<file path="config.mk">
export PLATFORM = sky130hd
export DESIGN_NAME = mem_responder_flat
export DESIGN_NICKNAME = d
export VERILOG_FILES = /design/src/rtl/mem_responder_if.sv /design/src/rtl/mem_responder.sv /design/src/flat_wrapper.sv
export SDC_FILE = /design/constraint.sdc
export NUM_CORES = 1
export LEC_CHECK = 0
export BUFFER_PORTS_ARGS = -buffer_cell sky130_fd_sc_hd__buf_2
export CELL_PAD_IN_SITES_DETAIL_PLACEMENT = 1
export CELL_PAD_IN_SITES_GLOBAL_PLACEMENT = 1
export CORE_ASPECT_RATIO = 0.8
export CORE_MARGIN = 4
export CORE_UTILIZATION = 50
export CTS_CLUSTER_DIAMETER = 150
export CTS_CLUSTER_SIZE = 14
export DETAILED_ROUTE_END_ITERATION = 10
export GPL_TIMING_DRIVEN = 1
export PLACE_DENSITY_LB_ADDON = 0.1
export SETUP_SLACK_MARGIN = 0.5
export SYNTH_ARGS = -nofsm -noshare
export SYNTH_HDL_FRONTEND = slang
export SYNTH_SLANG_ARGS = --single-unit
</file>
<file path="constraint.sdc">
create_clock -name clk -period 3.9 [get_ports clk]
set_input_delay 0.195 -clock clk [delete_from_list [all_inputs] [get_ports clk]]
set_output_delay 0.195 -clock clk [all_outputs]
set_load 0.03 [all_outputs]
</file>
<file path="src/rtl/mem_responder_if.sv">
// -----------------------------------------------------------------------------
// mem_responder_if
// Avalon-MM-style read/write bus between a fetch master and mem_responder.
//
// Signals:
//   address       master -> slave  word address for a read or write
//   read          master -> slave  read request
//   write         master -> slave  write request
//   writedata     master -> slave  data for a write
//   readdata      slave  -> master returned read data
//   readdatavalid slave  -> master readdata is valid this cycle
//   waitrequest   slave  -> master request not accepted, master must hold it
// -----------------------------------------------------------------------------
interface mem_responder_if #(
    parameter int DATA_WIDTH = 8,
    parameter int ADDR_WIDTH = 32
);
    logic [ADDR_WIDTH-1:0] address;
    logic                  read;
    logic                  write;
    logic [DATA_WIDTH-1:0] writedata;
    logic [DATA_WIDTH-1:0] readdata;
    logic                  readdatavalid;
    logic                  waitrequest;

    modport master (
        output address, read, write, writedata,
        input  readdata, readdatavalid, waitrequest
    );

    modport slave (
        input  address, read, write, writedata,
        output readdata, readdatavalid, waitrequest
    );
endinterface

</file>
<file path="src/rtl/mem_responder.sv">
// -----------------------------------------------------------------------------
// mem_responder
// Slave-side memory model for the fetch path. Holds a small word-addressed RAM,
// accepts pipelined reads and single-cycle writes, returns read data a fixed
// READ_LATENCY cycles after acceptance and throttles the master with
// waitrequest once MAX_PENDING reads are outstanding.
//
// Ports:
//   clk  rising-edge clock
//   rst  synchronous active-high reset (restores mem[i] = i, flushes reads)
//   bus  mem_responder_if.slave (address/read/write/writedata in,
//        readdata/readdatavalid/waitrequest out)
// -----------------------------------------------------------------------------
module mem_responder #(
    parameter int DATA_WIDTH   = 8,
    parameter int ADDR_WIDTH   = 32,
    parameter int DEPTH        = 16,
    parameter int READ_LATENCY = 2,
    parameter int MAX_PENDING  = 2
) (
    input  logic           clk,
    input  logic           rst,
    mem_responder_if.slave bus
);

    localparam int IDX_W  = $clog2(DEPTH);
    localparam int PEND_W = $clog2(MAX_PENDING + 1);
    localparam logic [PEND_W-1:0] PEND_MAX = PEND_W'(MAX_PENDING);

    // When MAX_PENDING equals the pipeline depth, the pipeline itself already
    // bounds occupancy, so the slot of a read completing this cycle can be
    // handed straight to a new read and back-to-back reads never stall.
    localparam bit SLOT_REUSE = (MAX_PENDING == READ_LATENCY);

    logic [DATA_WIDTH-1:0]   r_mem [DEPTH];
    logic [READ_LATENCY-1:0] r_pipeValid;
    logic [DATA_WIDTH-1:0]   r_pipeData [READ_LATENCY];
    logic [PEND_W-1:0]       r_pending;

    logic [IDX_W-1:0] w_idx;
    logic             w_stall;
    logic             w_readAccept;
    logic             w_writeAccept;
    logic             w_respValid;

    assign w_idx       = bus.address[IDX_W-1:0];
    assign w_respValid = r_pipeValid[READ_LATENCY-1];

    // Stall is a decode of registered state only, never of read/write.
    assign w_stall = (r_pending == PEND_MAX) && !(SLOT_REUSE && w_respValid);

    // A read wins over a simultaneous write; the write is dropped.
    assign w_readAccept  = bus.read && !w_stall;
    assign w_writeAccept = bus.write && !bus.read && !w_stall;

    assign bus.waitrequest   = w_stall;
    assign bus.readdatavalid = w_respValid;
    assign bus.readdata      = r_pipeData[READ_LATENCY-1];

    // Memory, response pipeline and outstanding-read counter.
    // Each data stage only advances when a valid word moves into it, so the
    // last stage keeps the most recent response between valid cycles.
    always_ff @(posedge clk) begin
        if (rst) begin
            for (int i = 0; i < DEPTH; i++) begin
                r_mem[i] <= DATA_WIDTH'(i);
            end
            for (int i = 0; i < READ_LATENCY; i++) begin
                r_pipeData[i] <= '0;
            end
            r_pipeValid <= '0;
            r_pending   <= '0;
        end else begin
            if (w_writeAccept) begin
                r_mem[w_idx] <= bus.writedata;
            end

            r_pipeValid[0] <= w_readAccept;
            if (w_readAccept) begin
                r_pipeData[0] <= r_mem[w_idx];
            end
            for (int i = 1; i < READ_LATENCY; i++) begin
                r_pipeValid[i] <= r_pipeValid[i-1];
                if (r_pipeValid[i-1]) begin
                    r_pipeData[i] <= r_pipeData[i-1];
                end
            end

            if (w_readAccept && !w_respValid) begin
                r_pending <= r_pending + PEND_W'(1);
            end else if (!w_readAccept && w_respValid) begin
                r_pending <= r_pending - PEND_W'(1);
            end
        end
    end

endmodule
</file>
<file path="src/flat_wrapper.sv">
// flat-port wrapper written by rule: the top's interface ports become plain ports
module mem_responder_flat 
#(
    parameter int DATA_WIDTH   = 8,
    parameter int ADDR_WIDTH   = 32,
    parameter int DEPTH        = 16,
    parameter int READ_LATENCY = 2,
    parameter int MAX_PENDING  = 2
)
  (clk, rst, bus_address, bus_read, bus_write, bus_writedata, bus_readdata, bus_readdatavalid, bus_waitrequest);
  mem_responder_if #(.DATA_WIDTH(DATA_WIDTH), .ADDR_WIDTH(ADDR_WIDTH)) bus_i ();
  input  logic clk;
  input  logic rst;
  input wire logic [$bits(bus_i.address)-1:0] bus_address;
  input wire logic [$bits(bus_i.read)-1:0] bus_read;
  input wire logic [$bits(bus_i.write)-1:0] bus_write;
  input wire logic [$bits(bus_i.writedata)-1:0] bus_writedata;
  output wire logic [$bits(bus_i.readdata)-1:0] bus_readdata;
  output wire logic [$bits(bus_i.readdatavalid)-1:0] bus_readdatavalid;
  output wire logic [$bits(bus_i.waitrequest)-1:0] bus_waitrequest;
  assign bus_i.address = bus_address;
  assign bus_i.read = bus_read;
  assign bus_i.write = bus_write;
  assign bus_i.writedata = bus_writedata;
  assign bus_readdata = bus_i.readdata;
  assign bus_readdatavalid = bus_i.readdatavalid;
  assign bus_waitrequest = bus_i.waitrequest;
  mem_responder #(.DATA_WIDTH(DATA_WIDTH), .ADDR_WIDTH(ADDR_WIDTH), .DEPTH(DEPTH), .READ_LATENCY(READ_LATENCY), .MAX_PENDING(MAX_PENDING)) u_core (.clk(clk), .rst(rst), .bus(bus_i));
endmodule
</file>
Yosys cells after proc, flatten, opt, wreduce, memory -nomap -nowiden
Memories as Yosys holds them, arrays and structs flattened.
Cells that the tools add are included.
Storage, ports and cells
  bits of input ports: 44
  bits in registers: 4
  RAM bits: 144
  memories: 2
Memory list
  u_core.r_mem: words 16, width 8, read ports 1, clocked after memory_dff 0, wr ports 16, line mem_responder.sv:35  | logic [DATA_WIDTH-1:0] r_mem [DEPTH];
  u_core.r_pipeData: words 2, width 8, read ports 2, clocked after memory_dff 0, wr ports 2, line mem_responder.sv:37  | logic [DATA_WIDTH-1:0] r_pipeData [READ_LATENCY];
Operators by class
  bitwise logic cells: 2
  multiplexer cells: 18
  reduce and logical (&&, ||, !) cells: 12
  add/subtract/negate cells: 2
  equal/unequal tests: 1
Operator list (number)
  $mux W8: 3
  $mux W1: 12
  $reduce_or A8 Y1: 1
  $logic_and A1 B1 Y1: 6
  $logic_not A1 Y1: 4
  $mux W2: 2
  $mux W4: 1
  $add A2 B1 Y2 const B: 1
  $eq A2 B2 Y1 const B: 1
  $or A1 B1 Y1: 2
  $reduce_bool A2 Y1: 1
  $sub A2 B1 Y2 const B: 1

Depth between registers and ports, before layout
Gate-level depths: netlist of the first run.
  depth in word-level cells: 9
  depth in mapped cells: 8
  depth with buffers taken out: 7

Worst setup path after synthesis of the first run
OpenSTA, ideal clock, no wires.
  path type: register to register
  start: register u_core.r_pipeValid[1]
  end: memory u_core.r_mem[10][0] (enable)
  data arrival time: 1598 ps
  clock period less this slack: 1928 ps
  path slack: 1972 ps
  cell stages (with the launch flop): 7
  required time: 3571 ps
  cells stage by stage: dfxtp_1 -> or3b_1 -> buf_2 -> nand4b_2 -> buf_4 -> nor2_1 -> or2_1
RTL lines
  start, declared: line mem_responder.sv:36  | logic [READ_LATENCY-1:0] r_pipeValid;
  start signal, assigned by index: line mem_responder.sv:83  | r_pipeValid[i] <= r_pipeValid[i-1];
  end, declared: line mem_responder.sv:35

==> results of run 1 <==
routing by layer:
metal | wire, um | vias up | global-route usage
met5 | 0 | - | 0
met4 | 170 | 0 | 0.0567
met3 | 937 | 16 | 0.0503
met2 | 7460 | 105 | 0.340
met1 | 6970 | 1894 | 0.289
li1 | - | 1669 | -
flip-flops by register name (all words and copies together) (netlist names):
signal	flops
u_core.r_pipeData	16
u_core.r_pending	2
u_core.r_mem	128
u_core.r_pipeValid	2
stage by stage:
step,cells,total power [W],hold WS (ns),setup slack (ns),utilization
2_1_floorplan,446,0.00207,0.267,1.97,-
3_3_place_gp,619,0.00215,0.478,1.25,0.521
3_5_place_dp,619,0.00216,0.492,1.17,0.521
4_1_cts,650,0.00375,0.0604,1.44,0.563
5_1_grt,650,0.00385,0.0961,1.30,0.563
6_report,650,0.00372,0.0735,1.49,0.563
power by group through the flow:
stage,Sequential (W),Combinational [W],Clock (W)
after global placement,0.00186,0.000283,0
after floorplan,0.00186,0.000214,0
after global routing,0.00184,0.000314,0.00170
after detailed placement,0.00187,0.000292,0
final,0.00183,0.000288,0.00160
after CTS,0.00184,0.000293,0.00162
worst min-delay path, stage by stage:
cell and delay (ns):
buf_2 0.12, nand2_1 0.09, nor2_1 0.04
final timing paths:
check / end / cells after the start
worst max-delay path: u_core.r_mem[6][1]$_SDFFCE_PN1P_ / 4
worst min-delay path: u_core.r_pipeValid[0]$_SDFF_PP0_ / 3
worst max register to register: u_core.r_mem[6][1]$_SDFFCE_PN1P_ / 4
worst min register to register: u_core.r_pipeValid[1]$_SDFF_PP0_ / 1
area by class of cell:
cell class | instances | share of cell area
well taps | 180 | 0.0295
clock inverters | 14 | 0.0188
clock buffers | 17 | 0.0557
inverters | 3 | 0.00147
flip-flops and latches | 148 | 0.577
repair buffers | 30 | 0.0213
multi-input cells | 258 | 0.296
cell usage after synthesis, types with 3 or more instances:
cell type    n
edfxtp_1   144
and2_1     104
mux4_2      22
or3_1       19
nand2b_1    17
clkbuf_1    16
nor2_1      13
or2_2       13
buf_4       11
mux4_1      10
a21oi_1      9
mux2_2       8
mux2i_1      8
o21ai_0      7
nor3_2       6
buf_2        5
dfxtp_1      4
or2_1        4
buf_6        3
inv_1        3
cells by family (layout without fill, tap and decap cells):
family | after synthesis | count (layout) | share of synthesized area
compound gates | 18 | 18 | 0.0130
xor+xnor | 2 | 2 | 0.00254
fa+ha+maj | 1 | 1 | 0.00181
buf+inv | 40 | 64 | 0.0343
flops | 148 | 148 | 0.638
mux | 48 | 48 | 0.134
simple gates | 189 | 189 | 0.176
==> results.toml, run 1 <==
[sta]
fin_tns_setup_ns = 0
max_slew.worst_pin.slew_ns = 0.922
hold_viol = 0
rsz0062_at_grt = "no"
slew_viol_final = 0
setup_viol = 0
fin_skew_ns = 0.00683
fin_crit_sh = 0.617
relSlewSlack = 0.386
achievable-frequency_ghz = 0.415
period_minus_slack_ns = 2.41

[synthesis]
yosys_register_bits = 148
synth_ff_type = "edfxtp_1"
ys_async_sr_fraction = 0
syn_inst = 446
syn_area_per_cell_um2 = 15.5
synth_cell_types = 35
netlist_area_um2 = 6900
synth_edf_count = 144
syn-num-nets = 491
synth.largest_area_cell = "edfxtp_1"
synth_top_area_frac = 0.626
ys_top_cells_by_area = "edfxtp_1, and2_1, mux4_2"
ys_seq_area_frac = 0.638
yosysWarnings = 0

[power]
pwr-share-seq = 0.493
powerDensity_nw_per_um2 = 488
switching_power_w = 0.000828
p_sw_frac = 0.222
leakage_nw = 2.67
cellInternalPower_w = 0.00290
p_clk_frac = 0.430
power.share.combinational = 0.077
peakVddDrop_v = 0.000325

[route]
totalWireLength_mm = 15.5
first_pass_iters = 4
wire_per_inst_um = 23.9
drc = 0
drt_iter0_markers = 266
routed_via_density = 5.67
via_count = 3684
route.antenna.remaining_nets = 0

[floorplan]
core-area_um2 = 13600
ioPinCount = 54
initial_utilization = 0.509
die_area_um2 = 15800
die_h_um = 113
rows = 38
die_x_um = 139

[critical_path]
startpoint_type = "register"
worstPathArrival_ns = 2.48
crit_chain = "or3b_1 > nand4b_2 > nor2_1 > or2_1"
critPathRequiredTime_ns = 3.97
cp_top_family = "simple AND/OR/NAND/NOR gates"
endpoint_kind = "register"
timing.reg2reg.setup_slack_ns = 1.49
cpPeakStageDelay_ns = 0.51
critPathSlowestCell = "nor2_1"
path_class = "reg -> reg"
r2r_start = "u_core.r_pending[0]$_SDFFE_PP0P_"
cp_max_fo = 11
crit_path_start = "u_core.r_pending[0]$_SDFFE_PP0P_"
crit_buf_inv = 0

[global_route]
grt_max_degree = 32
track_usage = 0.210
antenna_found_initial = 0
grt_pass1_wl_mm = 23.9
grt.overflow.total = 0
grt_pass1_vias = 4036

[clocking]
root_buffer = "clkbuf_16"
cts_buffers = 17
post_cts_buffers = 0
cts_sinks = 148
cts_resized = 0
htree_levels = 4
cts_tree = "built"
cts_buffer_depth = 2
clk_latency_ns = 0.42
cts_hold_buffers = 0
clk_pin_slew_worst_paths_ns = 0.06

[place]
place_area_um2 = 7070
dp.final_hpwl_mm = 9.89
gp_congestion = 0.744
portBuffers = 25

[final_layout]
layout_common_cells = "edfxtp_1, and2_1, buf_2"
num_antenna_cells = 0
n_fill_cell = 1277
drive_gt1_frac = 0.238
syn_to_final_growth_pct = 10.6
finish.net_count = 503
mostFrequentLayoutCell = "edfxtp_1"
multiInputGateArea_um2 = 2260
fin_area_um2 = 7630
regArea_um2 = 4400

[hold_path]
hp-start = "bus_read"
hold_class = "in -> reg"

[outcome]
status = "finished clean"

[flow_run]
drv_cap = 0
Power figures use the tool's default switching activity.
==> run 2, diff against run 1 <==
--- a/config.mk
+++ b/config.mk
@@ -5,12 +5,13 @@
 export SDC_FILE = /design/constraint.sdc
 export NUM_CORES = 1
 export LEC_CHECK = 0
+export ABC_AREA = 1
 export BUFFER_PORTS_ARGS = -buffer_cell sky130_fd_sc_hd__buf_2
 export CELL_PAD_IN_SITES_DETAIL_PLACEMENT = 1
 export CELL_PAD_IN_SITES_GLOBAL_PLACEMENT = 1
 export CORE_ASPECT_RATIO = 0.8
 export CORE_MARGIN = 4
-export CORE_UTILIZATION = 50
+export CORE_UTILIZATION = 46
 export CTS_CLUSTER_DIAMETER = 150
 export CTS_CLUSTER_SIZE = 14
 export DETAILED_ROUTE_END_ITERATION = 10
==> constraint.sdc (replaced) <==
create_clock -name clk -period 2.5 [get_ports clk]
set_input_delay 0.125 -clock clk [delete_from_list [all_inputs] [get_ports clk]]
set_output_delay 0.125 -clock clk [all_outputs]
set_load 0.03 [all_outputs]
==> results.toml, run 2 <==
[power]
p_total_w = 0.00598
leakage_nw = 3.54
peakVddDrop_v = 0.000480
powerDensity_nw_per_um2 = 767

[route]
totalWireLength_mm = 18.2
first_pass_iters = 5
drt_iter0_markers = 285
via_count = 5018
route.antenna.remaining_nets = 0
drc = 0
wire_per_inst_um = 18.4
routed_via_density = 5.08

[sta]
fin_tns_setup_ns = 0
period_minus_slack_ns = 1.96
fin_crit_sh = 0.784
hold_viol = 0
rsz0062_at_grt = "yes"
max_slew.worst_pin.slew_ns = 0.844
setup_viol = 0
hold_slack_ns = 0.0942
achievable-frequency_ghz = 0.510
relSlewSlack = 0.437
fin_skew_ns = 0.00494
slew_viol_final = 0

[place]
portBuffers = 25
gp_congestion = 0.847
dp.final_hpwl_mm = 12.0
dp.cells = 955

[critical_path]
critPathRequiredTime_ns = 2.59
startpoint_type = "register"
worst-r2r-cell-count = 7
cp_max_fo = 8
worstPathArrival_ns = 2.05
path_class = "reg -> reg"
endpoint_kind = "register"
timing.reg2reg.setup_slack_ns = 0.54

[clocking]
root_buffer = "clkbuf_16"
cts_tree = "built"
cts_buffer_depth = 2
post_cts_buffers = 0
htree_levels = 4
clk_pin_slew_worst_paths_ns = 0.06
clk_latency_ns = 0.44
cts_buffers = 17
cts_sinks = 148

[final_layout]
num_antenna_cells = 0
finish.net_count = 836
fin_cells = 988
n_fill_cell = 1693
top_regs = "u_core.r_mem: 128 flops, u_core.r_pipeData: 16 flops"
multiInputGateArea_um2 = 2180
mostFrequentLayoutCell = "nand2_1"
syn_to_final_growth_pct = 12.6
regArea_um2 = 4400
drive_gt1_frac = 0.117
top_register = "u_core.r_mem"
fin_util = 0.537
layout_common_cells = "nand2_1, edfxtp_1, nor2_1"
largest_register_ff_count = 128

[floorplan]
initial_utilization = 0.477
die_x_um = 145
ioPinCount = 54
rows = 39
die_area_um2 = 17100
die_h_um = 118
core-area_um2 = 14500

[global_route]
grt.overflow.total = 0
grt_pass1_wl_mm = 29.1
antenna_found_initial = 0
track_usage = 0.226
grt_pass1_vias = 5313
grt_max_degree = 33

[synthesis]
synth_common_cells = "nand2_1, edfxtp_1, nor2_1"
synth.largest_area_cell = "edfxtp_1"
syn_area_per_cell_um2 = 8.92
syn_inst = 777
synth_cell_types = 20
ys_seq_area_frac = 0.635
synth_ff_type = "edfxtp_1"
yosysWarnings = 0
synth_top_area_frac = 0.624
ys_async_sr_fraction = 0
synth_edf_count = 144
netlist_area_um2 = 6930
yosysMostFrequentCell = "nand2_1"
yosys_register_bits = 148
syn-num-nets = 822
ys_top_cells_by_area = "edfxtp_1, nand2_1, nor2_1"

[outcome]
status = "finished clean"

[hold_path]
hold_depth = 5
hold_class = "in -> reg"

[flow_run]
drv_cap = 0
## run 2: worst max-delay path, stage by stage, from the launching register on
cell,delay [ns]
dfxtp_1,0.32
inv_1,0.08
nand3_2,0.12
nand3_4,0.14
nor3_2,0.37
nand2_1,0.10
buf_4,0.18
nand2_1,0.31
## run 2: timing repair
action	4_1_cts	5_1_grt
gates resized for setup	5	5
endpoints found under the setup margin	40	109
hold buffers	1	0
endpoints found under the hold margin	1	0
## run 2: area by class of cell
cell class              count  share of cell area
flip-flops and latches    148               0.564
multi-input cells         544               0.279
clock buffers              17              0.0545
repair buffers             39              0.0298
well taps                 184              0.0295
clock inverters            15              0.0231
inverters                  41              0.0197
## run 2: cell families (layout without fill, tap and decap cells)
kind of cell    after synthesis  count (layout)  synth area share
buf+inv                      85             112            0.0541
fa+ha+maj                     1               1           0.00180
flops                       148             148             0.635
compound gates                7               7           0.00505
simple gates                536             536             0.304
## run 2: layer usage
layer	part of all wire	GRT usage	up-vias	wire length, um
met3	0.034	0.0508	17	625
met2	0.49	0.376	74	8980
li1	-	-	2462	-
met5	0	0	-	0
met4	0.013	0.0676	0	240
met1	0.46	0.298	2465	8380
## run 2: path summary, 6_finish.rpt
path / start / endpoint
min reg2reg: u_core.r_pipeValid[0]$_SDFF_PP0_ / u_core.r_pipeValid[1]$_SDFF_PP0_
max reg2reg: u_core.r_pending[0]$_SDFFE_PP0P_ / u_core.r_mem[14][2]$_SDFFCE_PN1P_
max: u_core.r_pending[0]$_SDFFE_PP0P_ / u_core.r_mem[14][2]$_SDFFCE_PN1P_
min: bus_read / u_core.r_pipeValid[0]$_SDFF_PP0_
## run 2: power breakdown
group / switching [W] / internal (W)
combinational: 0.000376 / 0.000114
sequential: 0.0000272 / 0.00281
clock: 0.00108 / 0.00158
total: 0.00148 / 0.00451
## run 2: through the flow
| step | area (um2) | worst slack (ns) |
|---|---|---|
| 2_1_floorplan | 6930 | 0.630 |
| 3_5_place_dp | 7170 | 0.240 |
| 4_1_cts | 7790 | 0.520 |
| 6_report | 7810 | 0.540 |
| 5_1_grt | 7810 | 0.401 |
| 3_3_place_gp | 7170 | 0.354 |
==> run 3, diff against run 2 <==
==> constraint.sdc (replaced) <==
create_clock -name clk -period 2 [get_ports clk]
set_input_delay 0.1 -clock clk [delete_from_list [all_inputs] [get_ports clk]]
set_output_delay 0.1 -clock clk [all_outputs]
set_load 0.03 [all_outputs]
==> results.toml, run 3 (synthesis gave the netlist of run 2 again) <==
[hold_path]
hp-start = "bus_read"
hold_class = "in -> reg"

[floorplan]
core-area_um2 = 14500
die_area_um2 = 17100
die_x_um = 145
initial_utilization = 0.477
ioPinCount = 54
die_h_um = 118
rows = 39

[route]
first_pass_iters = 5
route.antenna.remaining_nets = 0
routed_via_density = 5.24
drc = 0
drt_iter0_markers = 511
wire_per_inst_um = 19.3
totalWireLength_mm = 19.6
via_count = 5317

[sta]
fin_crit_sh = 0.799
slew_viol_final = 0
relSlewSlack = 0.457
rsz0062_at_grt = "yes"
max_slew.worst_pin.slew_ns = 0.814
fin_tns_setup_ns = 0
setup_viol = 0
fin_skew_ns = 0.00553
achievable-frequency_ghz = 0.626
hold_viol = 0
period_minus_slack_ns = 1.60

[final_layout]
finish.net_count = 863
fin_util = 0.592
mostFrequentLayoutCell = "nand2_1"
top_regs = "u_core.r_mem: 128 flops, u_core.r_pipeData: 16 flops"
layout_common_cells = "nand2_1, edfxtp_1, nor2_1"
drive_gt1_frac = 0.217
top_register = "u_core.r_mem"
n_fill_cell = 1619
largest_register_ff_count = 128
syn_to_final_growth_pct = 24.2
num_antenna_cells = 0

[outcome]
status = "finished clean"

[critical_path]
cp_top_family = "simple AND/OR/NAND/NOR gates"
crit_path_start = "u_core.r_pipeValid[1]$_SDFF_PP0_"
worstPathArrival_ns = 1.74
critPathSlowestCell = "dfxtp_4"
startpoint_type = "register"
r2r_start = "u_core.r_pipeValid[1]$_SDFF_PP0_"
path_class = "reg -> reg"
crit_chain = "inv_4 > nand3_4 > nand3_4 > nor3_4 > buf_6 > nand2_4 > nand2_8"
critPathRequiredTime_ns = 2.14
cpPeakStageDelay_ns = 0.35
cp_max_fo = 8
crit_buf_inv = 2
critPathMostFrequentCell = "nand3_4"
timing.reg2reg.setup_slack_ns = 0.40
endpoint_kind = "register"

[power]
powerDensity_nw_per_um2 = 910
peakVddDrop_v = 0.000614
leakage_nw = 3.85

[global_route]
grt_max_degree = 55
grt.overflow.total = 0
antenna_found_initial = 0
grt_pass1_vias = 5645
track_usage = 0.235
grt_pass1_wl_mm = 31.0

[place]
gp_congestion = 0.836
dp.final_hpwl_mm = 12.5
portBuffers = 25

[clocking]
cts_tree = "built"
clk_pin_slew_worst_paths_ns = 0.06
root_buffer = "clkbuf_16"
cts_buffers = 17
cts_buffer_depth = 2
cts_sinks = 148
clk_latency_ns = 0.43
htree_levels = 4

[flow_run]
drv_cap = 0
-- run 3: cell count changes in the layout (fill, tap and decap cells not counted), moves of 3 or more --
cell,delta
nor2_2,+16
buf_12,+3
nor2_1,-21
nand2_4,+9
inv_2,+8
inv_4,+3
inv_1,-13
buf_4,+9
nand2_8,+17
nor2_4,+5
clkinv_4,+4
nand2_1,-24
buf_6,+12
-- run 3: worst reg2reg max path, delay by kind of cell, from the launching register on --
family        cells  cell delay, ns
buf+inv           2            0.21
flops             1            0.35
simple gates      5            0.75
-- run 3: final cells by class --
cell class,instances,area [um2],share of cell area
clock buffer,17,425,0.0494
clock inverter,15,231,0.0269
inverter,41,171,0.0199
multi-input combinational,545,2620,0.304
sequential,148,4410,0.512
tap,184,230,0.0267
timing repair buffer,65,526,0.0610
-- run 3: layer usage --
metal  global-route usage  vias up  wire length, um
li1                     -     2525                -
met1                0.316     2622             8700
met2                0.390      141             9450
met3               0.0450       29             1050
met4               0.0694        0              352
met5                    0        -                0
-- run 3: final timing paths --
kind	end	depth (start not counted)
setup / recovery	u_core.r_mem[12][5]$_SDFFCE_PN0P_	7
hold reg to reg	u_core.r_pipeValid[1]$_SDFF_PP0_	2
hold / removal	u_core.r_pipeValid[0]$_SDFF_PP0_	5
setup reg to reg	u_core.r_mem[12][5]$_SDFFCE_PN0P_	7
-- run 3: stage by stage --
step	total power, W	hold slack, ns	std cells	setup WS, ns	instance area [um2]
5_1_grt	0.00808	0.0945	1015	0.297	8610
3_5_place_dp	0.00427	0.335	971	0.179	7390
2_1_floorplan	0.00405	0.163	777	0.378	7000
4_1_cts	0.00781	0.0770	1009	0.360	8310
6_report	0.00784	0.0696	1015	0.401	8610
3_3_place_gp	0.00424	0.318	971	0.316	7390
-- run 3: what timing repair did --
item,in CTS,in global routing
resized for setup,62,60
hold buffers,1,0
cloned,0,1
buffers inserted,5,5
setup endpoints to repair,191,224
endpoints found under the hold margin,1,0
pin swaps,14,15
-- run 3: report_power, final --
group          total (W)  internal [W]  leakage [nW]  switching, W
registers        0.00356       0.00352          1.42     0.0000379
logic           0.000725      0.000194          2.11      0.000531
clock network    0.00356       0.00223         0.319       0.00133
